`config.mk`:
```
export PLATFORM = sky130hd
export DESIGN_NAME = vid_to_axis_flat
export DESIGN_NICKNAME = d
export VERILOG_FILES = /design/src/rtl/vid_axis_pkg.sv /design/src/rtl/axis_if.sv /design/src/rtl/sync_fifo_fwft.sv /design/src/rtl/vid_to_axis.sv /design/src/flat_wrapper.sv
export SDC_FILE = /design/constraint.sdc
export NUM_CORES = 1
export LEC_CHECK = 0
export BUFFER_PORTS_ARGS = -buffer_cell sky130_fd_sc_hd__clkbuf_2
export CORE_ASPECT_RATIO = 1.5
export CORE_MARGIN = 5
export CORE_UTILIZATION = 61
export DETAILED_ROUTE_END_ITERATION = 12
export PLACE_DENSITY = 0.79
export SYNTH_ARGS = -nofsm -noshare
export SYNTH_HDL_FRONTEND = slang
export SYNTH_SLANG_ARGS = --single-unit
```
`constraint.sdc`:
```
create_clock -name clk -period 5.5 [get_ports clk]
set_input_delay 0.275 -clock clk [delete_from_list [all_inputs] [get_ports clk]]
set_output_delay 0.275 -clock clk [all_outputs]
set_load 0.02 [all_outputs]
```
`src/rtl/vid_axis_pkg.sv`:
```
// Shared types for the video-to-AXI-Stream bridge: FSM states, frame counter
// width and the default-width FIFO beat layout {tuser, tlast, tdata}.
package vid_axis_pkg;

  localparam int FCNT_W = 16;
  localparam int PIX_DW = 24;
  localparam int PIX_UW = 1;

  typedef enum logic [1:0] {
    WAIT_SOF = 2'd0,
    ACTIVE   = 2'd1,
    DROP     = 2'd2
  } state_t;

  typedef struct packed {
    logic [PIX_UW-1:0] tuser;
    logic              tlast;
    logic [PIX_DW-1:0] tdata;
  } entry_t;

endpackage

```
`src/rtl/axis_if.sv`:
```
// AXI4-Stream bundle; m drives the stream, s consumes it.
interface axis_if #(
  parameter int DW = 24,
  parameter int UW = 1
);
  logic [DW-1:0]   tdata;
  logic            tvalid;
  logic            tready;
  logic            tlast;
  logic [UW-1:0]   tuser;
  logic [DW/8-1:0] tkeep;
  logic [DW/8-1:0] tstrb;
  logic [3:0]      tdest;
  logic [3:0]      tid;

  modport m (output tdata, tvalid, tlast, tuser, tkeep, tstrb, tdest, tid, input tready);
  modport s (input tdata, tvalid, tlast, tuser, tkeep, tstrb, tdest, tid, output tready);
endinterface

```
`src/rtl/sync_fifo_fwft.sv`:
```
// Single-clock first-word-fall-through FIFO; rd_data shows the head entry
// whenever empty is low. Writes when full and reads when empty are ignored.
module sync_fifo_fwft #(
  parameter int W     = 8,
  parameter int DEPTH = 16
) (
  input  logic                     clk,
  input  logic                     rstn,
  input  logic                     wr_en,
  input  logic [W-1:0]             wr_data,
  input  logic                     rd_en,
  output logic [W-1:0]             rd_data,
  output logic                     full,
  output logic                     empty,
  output logic [$clog2(DEPTH):0]   count
);
  localparam int AW = $clog2(DEPTH);
  localparam int CW = AW + 1;

  logic [W-1:0]  mem [DEPTH];
  logic [AW-1:0] wr_ptr;
  logic [AW-1:0] rd_ptr;
  logic          wr_ok;
  logic          rd_ok;

  assign full    = (count == CW'(DEPTH));
  assign empty   = (count == '0);
  assign wr_ok   = wr_en & ~full;
  assign rd_ok   = rd_en & ~empty;
  assign rd_data = mem[rd_ptr];

  always_ff @(posedge clk) begin
    if (wr_ok) mem[wr_ptr] <= wr_data;
  end

  always_ff @(posedge clk or negedge rstn) begin
    if (!rstn) begin
      wr_ptr <= '0;
      rd_ptr <= '0;
      count  <= '0;
    end else begin
      if (wr_ok) wr_ptr <= wr_ptr + AW'(1);
      if (rd_ok) rd_ptr <= rd_ptr + AW'(1);
      case ({wr_ok, rd_ok})
        2'b10:   count <= count + CW'(1);
        2'b01:   count <= count - CW'(1);
        default: count <= count;
      endcase
    end
  end

endmodule

```
`src/rtl/vid_to_axis.sv`:
```
// Converts a vs/de video stream to AXI4-Stream via a one-entry stage and a FWFT
// FIFO; a pixel sampled at cycle N is valid at N+2. A full FIFO drops the frame.
module vid_to_axis
  import vid_axis_pkg::*;
#(
  parameter int DW    = 24,
  parameter int UW    = 1,
  parameter int DEPTH = 16
) (
  input  logic              clk,
  input  logic              rstn,
  input  logic              vid_vs,
  input  logic              vid_de,
  input  logic [DW-1:0]     vid_data,
  axis_if.m                 m,
  output logic              ovf_err,
  output logic              ovf_sticky,
  input  logic              ovf_clr,
  output logic [FCNT_W-1:0] frame_cnt
);

  typedef struct packed {
    logic [UW-1:0] tuser;
    logic          tlast;
    logic [DW-1:0] tdata;
  } beat_t;

  localparam int EW = $bits(beat_t);

  state_t                 state;
  logic                   vs_d;
  logic                   sof_pend;
  logic                   stg_vld;
  logic                   stg_sof;
  logic [DW-1:0]          stg_dat;
  logic                   vs_rise;
  logic                   ovf;
  logic                   wr_en;
  logic                   load;
  logic                   rd_en;
  logic                   fifo_full;
  logic                   fifo_empty;
  logic [$clog2(DEPTH):0] fifo_count_unused;
  beat_t                  wr_beat;
  beat_t                  rd_beat;

  assign vs_rise = vid_vs & ~vs_d;
  // Full blocks the write even if a pop happens this cycle, so tready never
  // reaches the write decision.
  assign ovf     = stg_vld & fifo_full;
  assign wr_en   = stg_vld & ~fifo_full;
  assign load    = (state == ACTIVE) & vid_de & ~ovf;

  always_comb begin
    wr_beat          = '0;
    wr_beat.tuser[0] = stg_sof;
    wr_beat.tlast    = ~vid_de | vs_rise;
    wr_beat.tdata    = stg_dat;
  end

  sync_fifo_fwft #(
    .W     (EW),
    .DEPTH (DEPTH)
  ) u_fifo (
    .clk     (clk),
    .rstn    (rstn),
    .wr_en   (wr_en),
    .wr_data (wr_beat),
    .rd_en   (rd_en),
    .rd_data (rd_beat),
    .full    (fifo_full),
    .empty   (fifo_empty),
    .count   (fifo_count_unused)
  );

  assign rd_en    = ~fifo_empty & m.tready;
  assign m.tvalid = ~fifo_empty;
  assign m.tdata  = fifo_empty ? '0 : rd_beat.tdata;
  assign m.tlast  = fifo_empty ? 1'b0 : rd_beat.tlast;
  assign m.tuser  = fifo_empty ? '0 : rd_beat.tuser;
  assign m.tkeep  = '1;
  assign m.tstrb  = '1;
  assign m.tdest  = '0;
  assign m.tid    = '0;

  always_ff @(posedge clk or negedge rstn) begin
    if (!rstn) begin
      state      <= WAIT_SOF;
      vs_d       <= 1'b0;
      sof_pend   <= 1'b0;
      stg_vld    <= 1'b0;
      stg_sof    <= 1'b0;
      stg_dat    <= '0;
      ovf_err    <= 1'b0;
      ovf_sticky <= 1'b0;
      frame_cnt  <= '0;
    end else begin
      vs_d    <= vid_vs;
      ovf_err <= ovf;
      stg_vld <= load;
      if (load) begin
        stg_dat <= vid_data;
        stg_sof <= sof_pend | vs_rise;
      end
      if (ovf) ovf_sticky <= 1'b1;
      else if (ovf_clr) ovf_sticky <= 1'b0;
      if (wr_en && stg_sof) frame_cnt <= frame_cnt + FCNT_W'(1);

      case (state)
        WAIT_SOF, DROP: begin
          if (vs_rise) begin
            state    <= ACTIVE;
            sof_pend <= 1'b1;
          end
        end
        ACTIVE: begin
          // A new frame starting in the overflow cycle keeps the bridge active.
          if (ovf && !vs_rise) state <= DROP;
          else if (load) sof_pend <= 1'b0;
          else if (vs_rise) sof_pend <= 1'b1;
        end
        default: state <= WAIT_SOF;
      endcase
    end
  end

endmodule

```
`src/flat_wrapper.sv`:
```
// flat-port wrapper written by rule: the top's interface ports become plain ports
module vid_to_axis_flat import vid_axis_pkg::*;
#(
  parameter int DW    = 24,
  parameter int UW    = 1,
  parameter int DEPTH = 16
)
  (clk, rstn, vid_vs, vid_de, vid_data, ovf_err, ovf_sticky, ovf_clr, frame_cnt, m_tdata, m_tvalid, m_tlast, m_tuser, m_tkeep, m_tstrb, m_tdest, m_tid, m_tready);
  axis_if #(.DW(DW), .UW(UW)) m_i ();
  input  logic clk;
  input  logic rstn;
  input  logic vid_vs;
  input  logic vid_de;
  input  logic [DW-1:0] vid_data;
  output logic ovf_err;
  output logic ovf_sticky;
  input  logic ovf_clr;
  output logic [FCNT_W-1:0] frame_cnt;
  output wire logic [$bits(m_i.tdata)-1:0] m_tdata;
  output wire logic [$bits(m_i.tvalid)-1:0] m_tvalid;
  output wire logic [$bits(m_i.tlast)-1:0] m_tlast;
  output wire logic [$bits(m_i.tuser)-1:0] m_tuser;
  output wire logic [$bits(m_i.tkeep)-1:0] m_tkeep;
  output wire logic [$bits(m_i.tstrb)-1:0] m_tstrb;
  output wire logic [$bits(m_i.tdest)-1:0] m_tdest;
  output wire logic [$bits(m_i.tid)-1:0] m_tid;
  input wire logic [$bits(m_i.tready)-1:0] m_tready;
  assign m_tdata = m_i.tdata;
  assign m_tvalid = m_i.tvalid;
  assign m_tlast = m_i.tlast;
  assign m_tuser = m_i.tuser;
  assign m_tkeep = m_i.tkeep;
  assign m_tstrb = m_i.tstrb;
  assign m_tdest = m_i.tdest;
  assign m_tid = m_i.tid;
  assign m_i.tready = m_tready;
  vid_to_axis #(.DW(DW), .UW(UW), .DEPTH(DEPTH)) u_core (.clk(clk), .rstn(rstn), .vid_vs(vid_vs), .vid_de(vid_de), .vid_data(vid_data), .m(m_i), .ovf_err(ovf_err), .ovf_sticky(ovf_sticky), .ovf_clr(ovf_clr), .frame_cnt(frame_cnt));
endmodule
```
==> impl_metrics.env, run 1 <==
export IMPL_share_comb_of_total_power_pct=26.3
export IMPL_worst_path_maximum_fanout=75
export IMPL_worst_setup_path_type="reg -> out"
export IMPL_grt_use_total_pct=22.8
export IMPL_route_final_wire_length_um=38400
export IMPL_path_clk_slew_ns=0.06
export IMPL_fillCellCount=1812
export IMPL_netSwitchingPower_mw=3.67
export IMPL_gp_congestion=0.748
export IMPL_design_die_area_um2=34300
export IMPL_finalNetCount=1038
export IMPL_floorplan_initialDensity_pct=61.8
export IMPL_finish_cell_count_without_fillers=1431
export IMPL_areaGrowthSynthToFinish_pct=13.2
export IMPL_gr_usage_met2_pct=40.5
export IMPL_dp_cells=1327
export IMPL_routed_via_count=8946
export IMPL_final_setup_worst_slack_ns=1.82
export IMPL_final_layout_size_suffix_gt1_share_pct=29.3
export IMPL_power_leakage_nw=7.24
export IMPL_viasPerCell=6.25
export IMPL_power_density_cell_area_nw_per_um2=547
export IMPL_setup_viol_count_final=0
export IMPL_global_route_wire_length_before_repair_um=58800
export IMPL_synth_top_cells_by_area="edfxtp_1, mux4_2, dfrtp_1, mux2i_1, mux2_4"
export IMPL_clock_path_buffers=3
export IMPL_grt_max_degree=76
export IMPL_timing_max_slew_rel_slack_pct=15.4
export IMPL_setup_worst_path_end_class="output pin"
export IMPL_layer_with_the_highest_usage_after_global_routing="met2"
export IMPL_finish_utilization_pct=69.9
export IMPL_critical_path_slowest_cell="dfrtp_4"
export IMPL_cts_buffers=42
export IMPL_globalRouteOverflowTotal=0
export IMPL_ys_warn_count=0
export IMPL_chain_of_cells_forming_the_critical_path="buf_4, mux4_2, mux2i_1, o22ai_1, clkbuf_2"
export IMPL_boundaryPins=89
export IMPL_post_synth_inst_count=890
export IMPL_drt_iter0_markers=835
export IMPL_synth_cell_type_count=43
export IMPL_dp_final_hpwl_um=19400
export IMPL_ant_nets=0
export IMPL_netlist_area_leader_share_pct=66.8
export IMPL_slowest_delay_ns=1.19
export IMPL_worst_ep_arrival_time_ns=3.40
export IMPL_n_antenna_cell=0
export IMPL_synth_cell_area_um2=18700
export IMPL_finalMaxSlewViolations=0
export IMPL_crit_required_ns=5.22
export IMPL_hold_path_class="in -> reg"
export IMPL_floorplan_die_width_um=153
export IMPL_grt_use_met1_pct=30.0
export IMPL_grt_setup_unrepaired="no"
export IMPL_chipHeight_um=224
export IMPL_cellInternalPower_mw=7.90
export IMPL_skew_ns=0.0202
export IMPL_totalPowerFinal_mw=11.6
export IMPL_outcome="completed"
export IMPL_cpLargestDelayFamily="flip-flops"
export IMPL_cp_buffers_inverters=2
export IMPL_hold_viol=0
export IMPL_drc_violations_left=0
export IMPL_synthFlopType="edfxtp_1"
export IMPL_port_buffer_count=74
export IMPL_timing_setup_tns_ns=0
export IMPL_number_of_antenna_violations_at_the_first_check_in_global_routing=0
export IMPL_firstDrtPassIters=5
export IMPL_layout_min_cycle_time_ns=3.68
export IMPL_cts_tree="done"
export IMPL_period_share_pct=66.9
export IMPL_grt_use_met3_pct=3.31
export IMPL_synth_largest_area_cell="edfxtp_1"
export IMPL_core_region_area_um2=30300
export IMPL_root_buffer="clkbuf_16"
export IMPL_startpoint_type="flop"
export IMPL_row_count=78
export IMPL_async_reset_ff_share_pct=12.8
export IMPL_worst_setup_timing_slack_at_the_placement_stage_ns=2.38
export IMPL_synth_enable_flop_cells=416
export IMPL_fmax_mhz=272
export IMPL_power_frac_clock_pct=25.6
export IMPL_post_synth_cell_area_avg_um2=21.0
export IMPL_pwr_share_seq_pct=48.1
export IMPL_clock_insertion_delay_worst_skew_ns=0.54
export IMPL_first_global_vias=9558
export IMPL_synth_seq_area_share_pct=75.0
export IMPL_worst_pin_slew_ns=1.27
export IMPL_max_cap_violations=0
export IMPL_cts_sinks=477
export IMPL_synth_seq_cells=477
export IMPL_power_share_switching_pct=31.7
export IMPL_routed_wire_length_per_instance_um=26.8
export IMPL_htree_levels=2
export IMPL_irDropWorstVdd_mv=0.408
-- cells in the mapped netlist, types with 11 or more instances --
master and count:
mux2_4 16, mux2_2 11, o22ai_1 26, mux4_2 104, buf_2 16, buf_4 17, dfrtp_1 61, xnor2_1 20
nor2_1 17, nand2_1 17, clkbuf_1 14, edfxtp_1 416, mux2i_1 52
-- final cells by class --
cell class	count	area (um^2)	share of cell area, %
Timing Repair Buffer	111	731	3.45
Clock buffer	54	1180	5.57
Sequential cell	477	14000	66.3
Inverter	9	33.8	0.160
Multi-Input combinational cell	357	4470	21.1
Tap cell	400	500	2.37
Clock inverter	23	219	1.03
-- through the flow --
step	cell area (um^2)	hold WS, ns
after global placement	19500	0.414
after global routing	21200	0.211
final	21200	0.205
after floorplan	18700	-0.0206
after detailed placement	19500	0.407
after CTS	21200	0.184
-- power by group through the flow --
stage	combinational, mW	clock [mW]	sequential (mW)
after detailed placement	3.05	0	5.62
after CTS	3.10	2.98	5.56
after global placement	3.00	0	5.56
final	3.05	2.96	5.56
after global routing	3.27	3.16	5.64
after floorplan	2.50	0	5.09
-- placed cells by master, fill, tap and decap left out, drive strengths merged, types with 10 or more instances in the layout --
master,synthesis,layout
edfxtp,416,416
clkbuf,14,127
mux4,104,104
dfrtp,61,61
mux2i,52,52
dlygate4sd3,0,27
mux2,27,27
o22ai,26,26
xnor2,20,20
nand2,17,17
nor2,17,17
clkinv,0,15
conb,2,14
buf,45,11
inv,9,11
ha,10,10
-- path summary, 6_finish.rpt --
path,depth (start not counted),slack (ns),from,to
worst max register to register,10,2.30,u_core.u_fifo.count[2],u_core.u_fifo.count[4]
worst min register to register,1,0.49,u_core.frame_cnt[15],u_core.frame_cnt[15]
min in group asynchronous,2,0.40,rstn,u_core.frame_cnt[9]
max in group asynchronous,2,4.39,rstn,u_core.u_fifo.rd_ptr[3]
worst min-delay path,3,0.21,m_tready,u_core.u_fifo.rd_ptr[0]
worst max-delay path,5,1.82,u_core.u_fifo.rd_ptr[1],m_tdata[22]
-- what timing repair did --
action | CTS | global route
hold buffers | 27 | 0
buffers inserted | 0 | 0
resized for setup | 0 | 0
endpoints found under the hold margin | 87 | 0
-- layer usage --
layer | wire length, um | vias up
li1 | - | 3798
met1 | 14400 | 4658
met2 | 20400 | 407
met3 | 2590 | 83
met4 | 988 | 0
met5 | 0 | -
-- flip-flops by register name, indices dropped and copies added (netlist names) --
name	cells
u_core.state	2
u_core.u_fifo.rd_ptr	4
u_core.stg_dat	24
u_core.u_fifo.count	5
u_core.vs_d	1
u_core.ovf_sticky	1
u_core.u_fifo.wr_ptr	4
u_core.frame_cnt	16
u_core.stg_vld	1
u_core.stg_sof	1
u_core.ovf_err	1
u_core.u_fifo.mem	416
u_core.sof_pend	1
-- worst register-to-register path, stage by stage (launching register included) --
cell,delay (ns)
dfrtp_1,0.48
nor4_4,0.53
a21oi_2,0.23
inv_1,0.12
ha_1,0.39
xor2_1,0.21
ha_1,0.23
a21boi_0,0.21
o32ai_1,0.11
nor4b_1,0.45
xnor2_1,0.18
-- logic make-up after synthesis --
| logic type | Yosys count | share of synthesized area (%) |
|---|---|---|
| AOI/OAI and AO/OA | 47 | 1.65 |
| adders and majority gates | 10 | 0.669 |
| other | 2 | 0.0402 |
| DFF | 477 | 75.0 |
| muxes | 183 | 17.3 |
| buffers and inverters | 68 | 1.97 |
| and+or+nand+nor | 77 | 2.23 |
| xor gates and xnor gates | 26 | 1.22 |
Power figures use the tool's default switching activity.
==> run 2: changes to the inputs <==
Clock period 5.5 ns to 3.4 ns, I/O delays scaled along.
==> run 2 against run 1 <==
Net effect:
- sequential share of layout area down 1.0 points
- critical path depth up 2
- via count up 1.4%
- sequential cell count unchanged
- global-route usage up 0.57 points
- register-to-register slack worse by 1.9 ns
- sequential power up 56%
- clock-buffer cell count up 4
- combinational power up 79%
==> impl_metrics.env, run 2 (same netlist as run 1, synthesis figures left out) <==
export IMPL_final_common_cell="edfxtp_1"
export IMPL_hold_path_class="in -> reg"
export IMPL_irDropWorstVdd_mv=0.549
export IMPL_grt_max_degree=62
export IMPL_clock_insertion_delay_worst_skew_ns=0.55
export IMPL_holdWs_ns=0.118
export IMPL_boundaryPins=89
export IMPL_floorplan_initialDensity_pct=61.8
export IMPL_routed_via_count=9073
export IMPL_number_of_antenna_violations_at_the_first_check_in_global_routing=0
export IMPL_power_leakage_nw=7.41
export IMPL_htree_levels=2
export IMPL_fin_area_um2=21500
export IMPL_crit_top_cell="buf_4"
export IMPL_crit_required_ns=3.23
export IMPL_first_global_vias=9747
export IMPL_finalMaxSlewViolations=0
export IMPL_worst_r2r_path_depth=10
export IMPL_finish_cell_count_without_fillers=1464
export IMPL_hold_viol=0
export IMPL_root_buffer="clkbuf_16"
export IMPL_fillCellCount=1761
export IMPL_largest_register_ffs=416
export IMPL_worst_ep_arrival_time_ns=2.91
export IMPL_ant_nets=0
export IMPL_port_buffer_count=74
export IMPL_critical_path_slowest_cell="dfrtp_1"
export IMPL_worst_setup_path_type="reg -> out"
export IMPL_core_region_area_um2=30300
export IMPL_firstDrtPassIters=5
export IMPL_worst_pin_slew_ns=0.898
export IMPL_layout_cells_most_common_list="edfxtp_1, mux4_2, clkbuf_2, dfrtp_1, mux2i_1"
export IMPL_setup_reg_to_reg_worst_slack_ns=0.44
export IMPL_viasPerCell=6.20
export IMPL_hold_path_cell_count=3
export IMPL_period_share_pct=90.5
export IMPL_timing_setup_tns_ns=0
export IMPL_n_antenna_cell=0
export IMPL_cts_resized=0
export IMPL_cts_sinks=477
export IMPL_layout_min_cycle_time_ns=3.08
export IMPL_worst_path_maximum_fanout=11
export IMPL_cp_buffers_inverters=3
export IMPL_setup_worst_path_end_class="output pin"
export IMPL_finish_utilization_pct=71.1
export IMPL_power_density_cell_area_nw_per_um2=879
export IMPL_gp_congestion=0.787
export IMPL_dp_cells=1356
export IMPL_cts_buffers=43
export IMPL_max_cap_violations=0
export IMPL_grt_use_met3_pct=3.87
export IMPL_worst_setup_timing_slack_at_the_placement_stage_ns=0.237
export IMPL_worstReg2RegEnd="u_core.u_fifo.count[4]"
export IMPL_timing_max_slew_rel_slack_pct=39.7
export IMPL_startpoint_type="flop"
export IMPL_hold_end="u_core.u_fifo.rd_ptr[0]"
export IMPL_chipHeight_um=224
export IMPL_chain_of_cells_forming_the_critical_path="nor4_4, buf_4, nand2_1, nand2b_1, buf_4, o22ai_1, clkbuf_2"
export IMPL_clock_path_buffers=3
export IMPL_global_route_wire_length_before_repair_um=60100
export IMPL_layer_with_the_highest_usage_after_global_routing="met2"
export IMPL_totalPowerFinal_mw=18.9
export IMPL_areaGrowthSynthToFinish_pct=15.0
export IMPL_largest_registers="u_core.u_fifo.mem x416, u_core.stg_dat x24, u_core.frame_cnt x16"
export IMPL_final_layout_size_suffix_gt1_share_pct=31.3
export IMPL_grt_use_met1_pct=31.4
export IMPL_setup_viol_count_final=0
export IMPL_cts_tree="done"
export IMPL_drt_iter0_markers=887
export IMPL_routed_wire_length_per_instance_um=26.5
export IMPL_globalRouteOverflowTotal=0
export IMPL_final_setup_worst_slack_ns=0.325
export IMPL_hp_start="m_tready"
export IMPL_grt_setup_unrepaired="no"
export IMPL_grt_use_total_pct=23.4
export IMPL_outcome="completed"
export IMPL_drc_violations_left=0
export IMPL_floorplan_die_width_um=153
export IMPL_fmax_mhz=325
export IMPL_cpLargestDelayFamily="simple AND/OR/NAND/NOR gates"
export IMPL_postPlaceCellArea_um2=19800
export IMPL_max_flop_register="u_core.u_fifo.mem"
export IMPL_row_count=78
export IMPL_finalNetCount=1069
export IMPL_design_die_area_um2=34300
export IMPL_r2r_start="u_core.u_fifo.count[1]"
export IMPL_skew_ns=0.0193
export IMPL_slowest_delay_ns=0.47
export IMPL_gr_usage_met2_pct=40.4
export IMPL_dp_final_hpwl_um=21900
export IMPL_route_final_wire_length_um=38800
export IMPL_path_clk_slew_ns=0.06
[run 2: worst max-delay path by stage]
stage          slack [ns]                      end              startpoint  cells past startpoint
3_5_place_dp         0.24   u_core.u_fifo.count[4]  u_core.u_fifo.count[2]                      8
2_1_floorplan        0.08  u_core.u_fifo.mem[3][0]  u_core.u_fifo.count[4]                      4
5_1_grt               0.1   u_core.u_fifo.count[4]  u_core.u_fifo.count[1]                     10
3_3_place_gp         0.36   u_core.u_fifo.count[4]  u_core.u_fifo.count[2]                      8
4_1_cts              0.24   u_core.u_fifo.count[4]  u_core.u_fifo.count[2]                      8
6_report             0.32                  m_tuser  u_core.u_fifo.count[1]                      7
[run 2: what timing repair did]
| item | 4_1_cts | 5_1_grt |
|---|---|---|
| hold buffers | 27 | 0 |
| buffers inserted | 0 | 1 |
| setup endpoints to repair | 0 | 1 |
| hold endpoints to repair | 87 | 0 |
[run 2: final cells by class]
type	count	area (um^2)	area share, %
clock inverters	22	216	1.01
inverters	9	33.8	0.157
repair buffers	141	1080	5.03
multi-input cells	357	4470	20.8
flip-flops and latches	477	14000	65.3
well taps	400	500	2.33
clock buffers	58	1170	5.45
[run 2: report_power, final]
group	switching, mW	internal, mW
sequential	1.03	7.66
clock	2.07	2.68
combinational	2.95	2.51
total	6.05	12.8
[run 2: layer usage]
layer  wire (um)  part of all wire [%]
met3        2430                   6.3
met2       20800                    53
met4        1030                   2.7
met5           0                     0
met1       14600                    38
[run 2: worst register-to-register path, delay by kind of cell (launching register included)]
| family | cells | cell delay [ns] |
|---|---|---|
| AO/OA/AOI/OAI | 3 | 0.51 |
| adder cells (fa/ha/maj) | 2 | 0.61 |
| XOR/XNOR | 2 | 0.36 |
| flip-flops | 1 | 0.47 |
| buffers and inverters | 1 | 0.11 |
| AND/OR/NAND/NOR | 2 | 0.81 |
==> run 3: changes to the inputs <==
==> constraint.sdc (replaced) <==
create_clock -name clk -period 3.4 [get_ports clk]
set_input_delay 0.34 -clock clk [delete_from_list [all_inputs] [get_ports clk]]
set_output_delay 0.34 -clock clk [all_outputs]
set_load 0.02 [all_outputs]
==> run 3 against run 2 <==
Net effect:
- global-route usage decreased by 0.15 points
- sequential cell count unchanged
- highest routed layer unchanged
- largest power group unchanged
- cell count decreased by 1.4%
- non-clock buffer count decreased by 18
- critical path depth decreased by 3
- via count increased by 0.14%
==> impl_metrics.env, run 3 (same netlist as run 1, synthesis figures left out) <==
export IMPL_fmax_mhz=320
export IMPL_irDropWorstVdd_mv=0.750
export IMPL_worst_setup_path_type="reg -> out"
export IMPL_cts_tree="done"
export IMPL_grt_use_total_pct=23.3
export IMPL_floorplan_initialDensity_pct=61.8
export IMPL_route_final_wire_length_um=38600
export IMPL_worst_ep_arrival_time_ns=2.79
export IMPL_final_setup_worst_slack_ns=0.271
export IMPL_outcome="completed"
export IMPL_period_share_pct=92.0
export IMPL_port_buffer_count=74
export IMPL_routed_wire_length_per_instance_um=26.8
export IMPL_worst_setup_timing_slack_at_the_placement_stage_ns=0.272
export IMPL_power_leakage_nw=7.38
export IMPL_startpoint_type="flop"
export IMPL_path_clk_slew_ns=0.07
export IMPL_layout_min_cycle_time_ns=3.13
export IMPL_cts_buffers=42
export IMPL_finalNetCount=1050
export IMPL_htree_levels=2
export IMPL_clock_path_buffers=3
export IMPL_timing_setup_tns_ns=0
export IMPL_drc_violations_left=0
export IMPL_layout_cells_most_common_list="edfxtp_1, mux4_2, clkbuf_2, dfrtp_1, mux2i_1"
export IMPL_hold_viol=0
export IMPL_grt_max_degree=62
export IMPL_finalMaxSlewViolations=0
export IMPL_viasPerCell=6.29
export IMPL_core_region_area_um2=30300
export IMPL_final_layout_size_suffix_gt1_share_pct=31.7
export IMPL_chipHeight_um=224
export IMPL_n_antenna_cell=0
export IMPL_timing_max_slew_rel_slack_pct=38.7
export IMPL_crit_required_ns=3.06
export IMPL_drt_iter0_markers=830
export IMPL_routed_via_count=9086
export IMPL_cts_sinks=477
export IMPL_setup_worst_path_end_class="output pin"
export IMPL_setup_reg_to_reg_worst_slack_ns=0.44
export IMPL_grt_use_met3_pct=4.29
export IMPL_clock_insertion_delay_worst_skew_ns=0.55
export IMPL_design_die_area_um2=34300
export IMPL_max_cap_violations=0
export IMPL_gr_usage_met2_pct=39.3
export IMPL_ant_nets=0
export IMPL_gp_congestion=0.777
export IMPL_global_route_wire_length_before_repair_um=59600
export IMPL_layer_with_the_highest_usage_after_global_routing="met2"
export IMPL_boundaryPins=89
export IMPL_power_density_cell_area_nw_per_um2=891
export IMPL_number_of_antenna_violations_at_the_first_check_in_global_routing=0
export IMPL_hold_path_class="in -> reg"
export IMPL_worst_path_maximum_fanout=60
export IMPL_final_common_cell="edfxtp_1"
export IMPL_holdWs_ns=0.0238
export IMPL_row_count=78
export IMPL_globalRouteOverflowTotal=0
export IMPL_cts_resized=0
export IMPL_firstDrtPassIters=5
export IMPL_grt_use_met1_pct=31.8
export IMPL_worst_pin_slew_ns=0.919
export IMPL_setup_viol_count_final=0
export IMPL_dp_final_hpwl_um=21200
export IMPL_max_flop_register="u_core.u_fifo.mem"
export IMPL_largest_registers="u_core.u_fifo.mem x416, u_core.stg_dat x24, u_core.frame_cnt x16"
export IMPL_skew_ns=0.0187
export IMPL_root_buffer="clkbuf_16"
export IMPL_largest_register_ffs=416
export IMPL_floorplan_die_width_um=153
export IMPL_totalPowerFinal_mw=19.0
export IMPL_first_global_vias=9494
export IMPL_areaGrowthSynthToFinish_pct=14.2
export IMPL_grt_setup_unrepaired="no"
==> run 3: worst paths after layout <==
path	depth (start not counted)	end	from
max	4	m_tlast	u_core.u_fifo.rd_ptr[1]
min reg2reg	1	u_core.frame_cnt[15]	u_core.frame_cnt[15]
max reg2reg	8	u_core.u_fifo.count[4]	u_core.u_fifo.count[1]
max in group asynchronous	2	u_core.u_fifo.rd_ptr[1]	rstn
min	2	u_core.stg_dat[4]	vid_data[4]
min in group asynchronous	2	u_core.stg_dat[3]	rstn
==> run 3: area by class of cell <==
type,count,area [um^2]
fillers,1818,8890
repair buffers,123,868
well taps,400,500
inverters,9,33.8
flip-flops and latches,477,14000
clock buffers,56,1180
clock inverters,22,282
multi-input cells,357,4470
==> run 3: repair_timing <==
action | 4_1_cts | 5_1_grt
hold endpoints to repair | 71 | 0
endpoints found under the setup margin | 0 | 1
setup buffers | 0 | 1
hold buffers | 11 | 0
==> run 3: power breakdown <==
part	switching, mW	leakage, nW	internal [mW]
clock	2.03	0.712	2.91
sequential	1.02	4.50	7.65
combinational	2.91	2.17	2.49
total	5.97	7.38	13.1
==> run 3: per-layer routing <==
layer | up-vias | share of wire [%]
li1 | 3843 | -
met1 | 4725 | 37
met2 | 444 | 52
met3 | 74 | 8.4
met4 | 0 | 2.6
met5 | - | 0
==> run 3: worst max-delay path: stages, from the launching register on <==
cell	delay [ns]
dfrtp_4	1.00
mux4_2	0.41
mux2i_1	0.09
o22ai_1	0.42
clkbuf_2	0.26
==> run 3: stage by stage <==
step	cell area, um^2	instances	utilization [%]
global route	21400	1444	70.6
CTS	21400	1443	70.6
finish	21400	1444	70.6
global placement	19800	1354	65.4
floorplan	18700	902	-
detailed placement	19800	1354	65.4
